===== config.mk =====
export PLATFORM = sky130hd
export DESIGN_NAME = alu_issue
export DESIGN_NICKNAME = d
export VERILOG_FILES = /design/src/rtl/alu_issue.sv
export SDC_FILE = /design/constraint.sdc
export NUM_CORES = 1
export LEC_CHECK = 0
export ABC_CLOCK_PERIOD_IN_PS = 3950
export CAP_MARGIN = 20
export CORE_MARGIN = 3
export CORE_UTILIZATION = 52
export DETAILED_ROUTE_END_ITERATION = 10
export PLACE_DENSITY = 0.85
export SYNTH_ARGS = -nofsm -noshare
export SYNTH_HDL_FRONTEND = slang
export SYNTH_SLANG_ARGS = --single-unit

===== constraint.sdc =====
create_clock -name clk -period 3.95 [get_ports clk]
set_clock_uncertainty 0.15 [all_clocks]
set_input_delay 0.9875 -clock clk [delete_from_list [all_inputs] [get_ports clk]]
set_output_delay 0.9875 -clock clk [all_outputs]
set_load 0.01 [all_outputs]

===== src/rtl/alu_issue.sv =====
// Command FIFO feeding a registered ALU issue stage and a result holding stage.
// Optional feature: define ALU_ISSUE_CNT_EN to add the done_cnt handshake counter.
module alu_issue #(
  parameter int DEPTH = 4
) (
  input  logic       clk,
  input  logic       rst,
  input  logic       in_valid,
  output logic       in_ready,
  input  logic [3:0] in_a,
  input  logic [3:0] in_b,
  input  logic [3:0] in_op,
  output logic [3:0] alu_a,
  output logic [3:0] alu_b,
  output logic [3:0] alu_s,
  input  logic [4:0] alu_res,
  output logic       out_valid,
  input  logic       out_ready,
  output logic [4:0] out_res,
  output logic [3:0] out_op,
  output logic       busy
`ifdef ALU_ISSUE_CNT_EN
  ,
  output logic [7:0] done_cnt
`endif
);

  // state  | meaning
  // IDLE   | nothing in flight, waiting for the FIFO to fill
  // ISSUE  | operands on the ALU, result captured on the next edge
  // HOLD   | result presented downstream until out_ready
  typedef enum logic [1:0] {S_IDLE, S_ISSUE, S_HOLD} state_t;

  localparam int AW = $clog2(DEPTH);
  localparam int CW = $clog2(DEPTH + 1);

  state_t          state, state_nxt;
  logic [11:0]     mem [DEPTH];
  logic [AW-1:0]   wr_ptr, rd_ptr;
  logic [CW-1:0]   count, count_nxt;
  logic [3:0]      cur_op;
  logic [11:0]     head;
  logic            push, pop, capture, release_res, empty;

  assign empty    = (count == '0);
  assign in_ready = (count < CW'(DEPTH));
  assign push     = in_valid && in_ready;
  assign head     = mem[rd_ptr];
  assign busy     = (state != S_IDLE) || !empty;

  always_ff @(posedge clk) begin
    if (rst) state <= S_IDLE;
    else     state <= state_nxt;
  end

  always_comb begin
    state_nxt = state;
    case (state)
      S_IDLE:  if (!empty) state_nxt = S_ISSUE;
      S_ISSUE: state_nxt = S_HOLD;
      S_HOLD:  if (out_ready) state_nxt = empty ? S_IDLE : S_ISSUE;
      default: state_nxt = S_IDLE;
    endcase
  end

  always_comb begin
    pop         = 1'b0;
    capture     = 1'b0;
    release_res = 1'b0;
    case (state)
      S_IDLE:  pop = !empty;
      S_ISSUE: capture = 1'b1;
      S_HOLD: begin
        release_res = out_ready;
        pop         = out_ready && !empty;
      end
      default: ;
    endcase
  end

  always_comb begin
    count_nxt = count;
    case ({push, pop})
      2'b10:   count_nxt = count + CW'(1);
      2'b01:   count_nxt = count - CW'(1);
      default: count_nxt = count;
    endcase
  end

  always_ff @(posedge clk) begin
    if (push) mem[wr_ptr] <= {in_op, in_a, in_b};
  end

  always_ff @(posedge clk) begin
    if (rst) begin
      wr_ptr <= '0;
      rd_ptr <= '0;
      count  <= '0;
    end else begin
      if (push) wr_ptr <= wr_ptr + AW'(1);
      if (pop)  rd_ptr <= rd_ptr + AW'(1);
      count <= count_nxt;
    end
  end

  // Op 1000 has no ALU function; 1111 makes the ALU return zero.
  always_ff @(posedge clk) begin
    if (rst) begin
      alu_a  <= '0;
      alu_b  <= '0;
      alu_s  <= 4'b1111;
      cur_op <= '0;
    end else if (pop) begin
      alu_a  <= head[7:4];
      alu_b  <= head[3:0];
      alu_s  <= (head[11:8] == 4'b1000) ? 4'b1111 : head[11:8];
      cur_op <= head[11:8];
    end
  end

  always_ff @(posedge clk) begin
    if (rst) begin
      out_valid <= 1'b0;
      out_res   <= '0;
      out_op    <= '0;
    end else if (capture) begin
      out_valid <= 1'b1;
      out_res   <= alu_res;
      out_op    <= cur_op;
    end else if (release_res) begin
      out_valid <= 1'b0;
    end
  end

`ifdef ALU_ISSUE_CNT_EN
  always_ff @(posedge clk) begin
    if (rst)                         done_cnt <= '0;
    else if (out_valid && out_ready) done_cnt <= done_cnt + 8'd1;
  end
`endif

endmodule


==> flow_summary.yaml, run 1 <==
clock_network:
  clk_path_buf_depth: 2
  clock_latency_ns: 0.36
  cts_inserted_buffers: 9
  clk_pin_slew_ns: 0.09
  root_buffer: "clkbuf_8"
  post_cts_resized: 0
  clkSinkCount: 85
  cts_tree: "yes"
  post-cts-setup-buffers: 0
  cts_hold_buf: 0
  h-tree-depth: 3
placed_design:
  post-place-ws_ns: 0.549
  gp_congestion: 0.691
  placedInstanceArea_sq_mm: 0.00372
  dpl.cell_count: 347
  port_buffers: 44
  place_hpwl_microns: 3680
run_status:
  status: "finished, final reports clean"
synth:
  ys_seq_elements: 85
  synth_area_leaders: "edfxtp_1 (45%), dfxtp_1 (23%), mux4_1 (9.0%), nand2_1 (5.4%), a21oi_1 (4.5%)"
  netlist_area_sq_mm: 0.00321
  yosys.area.top_type_share_pct: 44.8
  synth_edf_count: 48
  synthCells: 237
  yosysWarnings: 0
  synthArstFlopShare_pct: 0
  ys.flop_type: "edfxtp_1"
  yosys.area.top_type: "edfxtp_1"
  synth_fp_nets: 264
  ys_seq_area_share_pct: 67.9
  netlist-cell-type-count: 28
  avgSynthCellArea_sq_um: 13.6
worst_setup_path:
  start_kind: "input pin"
  r2r_end: "count[2]"
  ff2ff_setup_slack_ns: 1.54
  crit_chain: "clkdlybuf4s50_1 > nor2b_1 > or3_1 > clkinv_1 > ha_1 > inv_1 > fa_1 > xor2_1 > or3_1 > a21oi_1"
  cp_top_family: "simple AND/OR/NAND/NOR gates"
  worstRegToRegCells: 9
  worst-path-buf-inv: 3
  cp_max_fo: 2
  r2r_start: "count[2]"
  criticalPathCategory: "input pin to flop"
  cp-end-kind: "flop"
  crit_slowest_cell: "clkdlybuf4s50_1"
  crit_top_cell: "or3_1"
  arrival_ns: 3.18
  required_ns: 4.09
  crit_path_max_incr_delay_ns: 0.48
power:
  total_power_mw: 2.60
  ir_drop_mv: 0.380
  p_leak_nw: 1.35
  powerDensity_mw_per_mm2: 663
sta:
  finalHoldViolations: 0
  max-slew-margin-rel_pct: 57.1
  setup_ws_ns: 0.908
  whs_ns: 0.303
  rsz0062_at_grt: "no"
  post-route-period-util_pct: 77.0
  fin_crit_ns: 3.04
  fin_tns_setup_ns: 0
  worstMarginPinSlew_ns: 0.642
  drv_slew: 0
  finalSetupViolCount: 0
  fmaxAchievable_mhz: 329
finish:
  finish.utilization_pct: 65.8
  drive_above_1_share_pct: 7.64
  n_antenna_cell: 0
  area_growth_pct: 22.0
  finish.instance_area_sq_mm: 0.00392
  final_net_count: 310
  finalNonFillerCells: 363
route:
  antenna_left: 0
  vias: 1858
  wl_per_cell_microns: 14.9
  drc: 0
  post_drt_via_cell_ratio: 5.12
  drt_iter0_markers: 54
  drtPass1Iterations: 4
  drt_wl_total_microns: 5400
grt:
  track_usage_pct: 16.1
  antenna_found_initial: 0
  grt_max_degree: 24
  grt_pass1_wl_microns: 8740
  grt_pass1_vias: 1881
  overflow: 0
floorplan:
  die_h_microns: 84.6
  coreArea_sq_mm: 0.00596
  die_area_sq_mm: 0.00716
  boundaryPins: 45
  rows: 28
  floorplan.initialDensity_pct: 54.0
  die_x_microns: 84.6
hold_path:
  hold_start: "cur_op[0]"
  whs_path_depth: 2
  hold_end: "out_op[0]"
  worstHoldPathType: "flop to flop"
run:
  maxCapViolCount: 0
-- worst min-delay path: stages (launching register included) --
cell,delay (ns)
dfxtp_1,0.32
nand2_1,0.05
a21oi_1,0.05
-- Yosys cell counts (3+ instances only) --
cell	count
or3_1	3
nor3_1	4
nor2b_1	4
mux4_1	11
dfxtp_1	37
nand2_1	46
clkbuf_1	7
nor2_1	10
ha_1	5
inv_1	8
a21oi_1	29
edfxtp_1	48
buf_1	3
and2_1	4
-- area by class of cell --
cell class	instances	area, sq um
Clock buffer	9	124
Tap cell	75	93.8
Fill cell	452	2040
Clock inverter	7	78.8
Inverter	9	33.8
Sequential cell	85	2180
Timing Repair Buffer	47	463
Multi-Input combinational cell	131	945
-- power breakdown --
group          switching (mW)  total (mW)  internal, mW
sequential              0.113        1.23          1.12
clock                   0.314       0.614         0.300
combinational           0.372       0.754         0.382
total                   0.799        2.60          1.80
-- sequential cells by signal, summed over array words and instances (netlist names), named ones only --
name / flops
alu_a: 4
alu_b: 4
alu_s: 4
count: 3
cur_op: 4
mem: 48
out_op: 4
out_res: 5
out_valid: 1
rd_ptr: 2
state: 2
wr_ptr: 2
-- layout by cell type (no fill, tap or decap), drive strengths merged --
cell,count
nor2b,4
edfxtp,48
or3,4
clkinv,3
and2,4
nand4bb,1
mux2,1
dfxtp,37
bufinv,1
clkbuf,9
nand2,46
or3b,1
o21ai,2
mux4,12
nand2b,2
clkdlybuf4s50,44
buf,3
xor2,2
nor3,5
xnor2,2
clkinvlp,1
fa,1
nor2,10
a21oi,29
inv,11
ha,5
-- kinds of logic after synthesis --
logic type	count (synthesis)	synth area share [%]
and+or+nand+nor	77	10.9
buffers and inverters	21	2.72
xor gates and xnor gates	4	1.09
AOI/OAI and AO/OA	31	4.83
adders and majority gates	6	2.57
muxes	13	10.0
DFF	85	67.9
-- routing by layer --
metal | routed length (microns) | GRT usage, % | part of all wire [%] | vias up
met5 | 0 | 0 | 0 | -
met2 | 2790 | 27.9 | 52 | 47
li1 | - | - | - | 938
met1 | 2230 | 18.1 | 41 | 864
met3 | 313 | 5.59 | 5.8 | 9
met4 | 68 | 6.76 | 1.3 | 0
-- worst max path at each step --
stage	start	endpoint	slack (ns)	cells after the start
after floorplan	out_ready	count[2]	0.79	10
after global placement	out_ready	count[2]	0.64	10
after detailed placement	out_ready	count[2]	0.55	10
after CTS	out_ready	count[2]	0.92	10
after global routing	out_ready	count[2]	0.83	10
final	out_ready	count[2]	0.91	10
Note: power is estimated with default switching activity, not from simulation.
==> run 2, diff against run 1 <==
Settings changed: ABC_CLOCK_PERIOD_IN_PS 3950 to 3100.
Clock period 3.95 ns to 3.1 ns, I/O delays scaled along.
==> run 2 against run 1 <==
Against the previous run: worst setup slack lost 0.59 ns; final area grew 2.5%; clock-buffer cell count grew 1; flip-flop and latch count is the same; wire length grew 4.6%; critical endpoint unchanged.
==> flow_summary.yaml, run 2 (synthesis results as in run 1) <==
power:
  power_frac_seq_pct: 44.9
  ir_drop_mv: 0.514
  p_int_mw: 2.47
  p_leak_nw: 1.41
  powerDensity_mw_per_mm2: 869
  p_sw_share_pct: 29.1
  clkPwrFrac_pct: 26.4
  p_switching_mw: 1.02
  pwr-share-comb_pct: 28.8
floorplan:
  die_x_microns: 84.6
  floorplan.initialDensity_pct: 54.0
  boundaryPins: 45
  rows: 28
  coreArea_sq_mm: 0.00596
  die_h_microns: 84.6
  die_area_sq_mm: 0.00716
worst_setup_path:
  required_ns: 3.23
  worstRegToRegCells: 9
  cp_max_fo: 2
  arrival_ns: 2.91
  start_kind: "input pin"
  cp-end-kind: "flop"
  criticalPathCategory: "input pin to flop"
clock_network:
  cts_tree: "yes"
  h-tree-depth: 3
  clock_latency_ns: 0.34
  cts_hold_buf: 0
  post_cts_resized: 0
  clkSinkCount: 85
  root_buffer: "clkbuf_8"
  post-cts-setup-buffers: 0
  cts_inserted_buffers: 9
  clk_pin_slew_ns: 0.08
  clk_path_buf_depth: 2
route:
  drc: 0
  wl_per_cell_microns: 15.2
  drt_iter0_markers: 59
  drt_wl_total_microns: 5650
  vias: 1911
  drtPass1Iterations: 4
  post_drt_via_cell_ratio: 5.15
  antenna_left: 0
placed_design:
  place_hpwl_microns: 4140
  placedInstanceArea_sq_mm: 0.00378
  port_buffers: 44
  gp_congestion: 0.706
grt:
  grt_use_met1_pct: 20.0
  antenna_found_initial: 0
  overflow: 0
  busiest_layer: "met2"
  track_usage_pct: 17.1
  grt_pass1_vias: 1930
  met2_usage_pct: 29.0
  grt_max_degree: 20
  grt_pass1_wl_microns: 9340
  met3_usage_pct: 3.63
finish:
  top_register: "mem"
  area_growth_pct: 25.0
  drive_above_1_share_pct: 10.1
  finish.instance_area_sq_mm: 0.00402
  largest_registers: "mem x48, out_res x5"
  final_net_count: 318
  layout_commonest_cell: "edfxtp_1"
  finish.utilization_pct: 67.4
  n_antenna_cell: 0
  layout_common_cells: "edfxtp_1 (48), nand2_1 (46), clkdlybuf4s50_1 (44), dfxtp_1 (37), a21oi_1 (29)"
  largest_reg_flops: 48
  fillers: 440
sta:
  drv_slew: 0
  finalHoldViolations: 0
  rsz0062_at_grt: "no"
  finalSetupViolCount: 0
  fin_tns_setup_ns: 0
  max-slew-margin-rel_pct: 59.7
  post-route-period-util_pct: 89.7
  fmaxAchievable_mhz: 359
  worstMarginPinSlew_ns: 0.604
  fin_crit_ns: 2.78
run_status:
  status: "finished, final reports clean"
run:
  maxCapViolCount: 0
hold_path:
  worstHoldPathType: "flop to flop"
  whs_path_depth: 2
-- run 2: power groups by stage --
stage / Sequential [mW] / Combinational (mW) / Clock (mW)
after global routing: 1.60 / 1.11 / 0.989
after CTS: 1.57 / 1.02 / 0.935
after floorplan: 1.59 / 0.585 / 0
final: 1.57 / 1.00 / 0.920
after detailed placement: 1.60 / 1.01 / 0
after global placement: 1.58 / 0.974 / 0
-- run 2: path summary, 6_finish.rpt --
check	from	endpoint	slack [ns]
setup / recovery	out_ready	count[2]	0.32
hold / removal	cur_op[2]	out_op[2]	0.30
setup reg to reg	count[2]	count[2]	0.76
hold reg to reg	cur_op[2]	out_op[2]	0.30
-- run 2: final cells by class --
| type | instances | area [sq um] | area share [%] |
|---|---|---|---|
| Clock inverter | 6 | 111 | 2.77 |
| Multi-Input combinational cell | 131 | 945 | 23.5 |
| Timing Repair Buffer | 55 | 523 | 13.0 |
| Clock buffer | 10 | 128 | 3.18 |
| Tap cell | 75 | 93.8 | 2.34 |
| Sequential cell | 85 | 2180 | 54.3 |
| Inverter | 9 | 33.8 | 0.841 |
-- run 2: stage by stage --
step	power [mW]	setup slack (ns)	instances	hold slack, ns
final	3.49	0.318	371	0.304
after global routing	3.70	0.165	371	0.327
after global placement	2.55	0.0210	355	0.287
after floorplan	2.17	0.151	237	0.282
after CTS	3.52	0.325	371	0.308
after detailed placement	2.61	-0.0218	355	0.295
-- run 2: worst max-delay path, stage by stage --
cell and delay [ns]:
clkdlybuf4s50_1 0.48, nor2b_1 0.06, or3_1 0.33, clkinv_1 0.07
ha_1 0.16, inv_1 0.05, fa_1 0.37, xor2_1 0.16
or3_1 0.30, a21oi_1 0.15
-- run 2: layer usage --
layer / part of all wire [%] / up-vias
li1: - / 946
met1: 42 / 901
met2: 51 / 49
met3: 4.6 / 15
met4: 2.8 / 0
met5: 0 / -
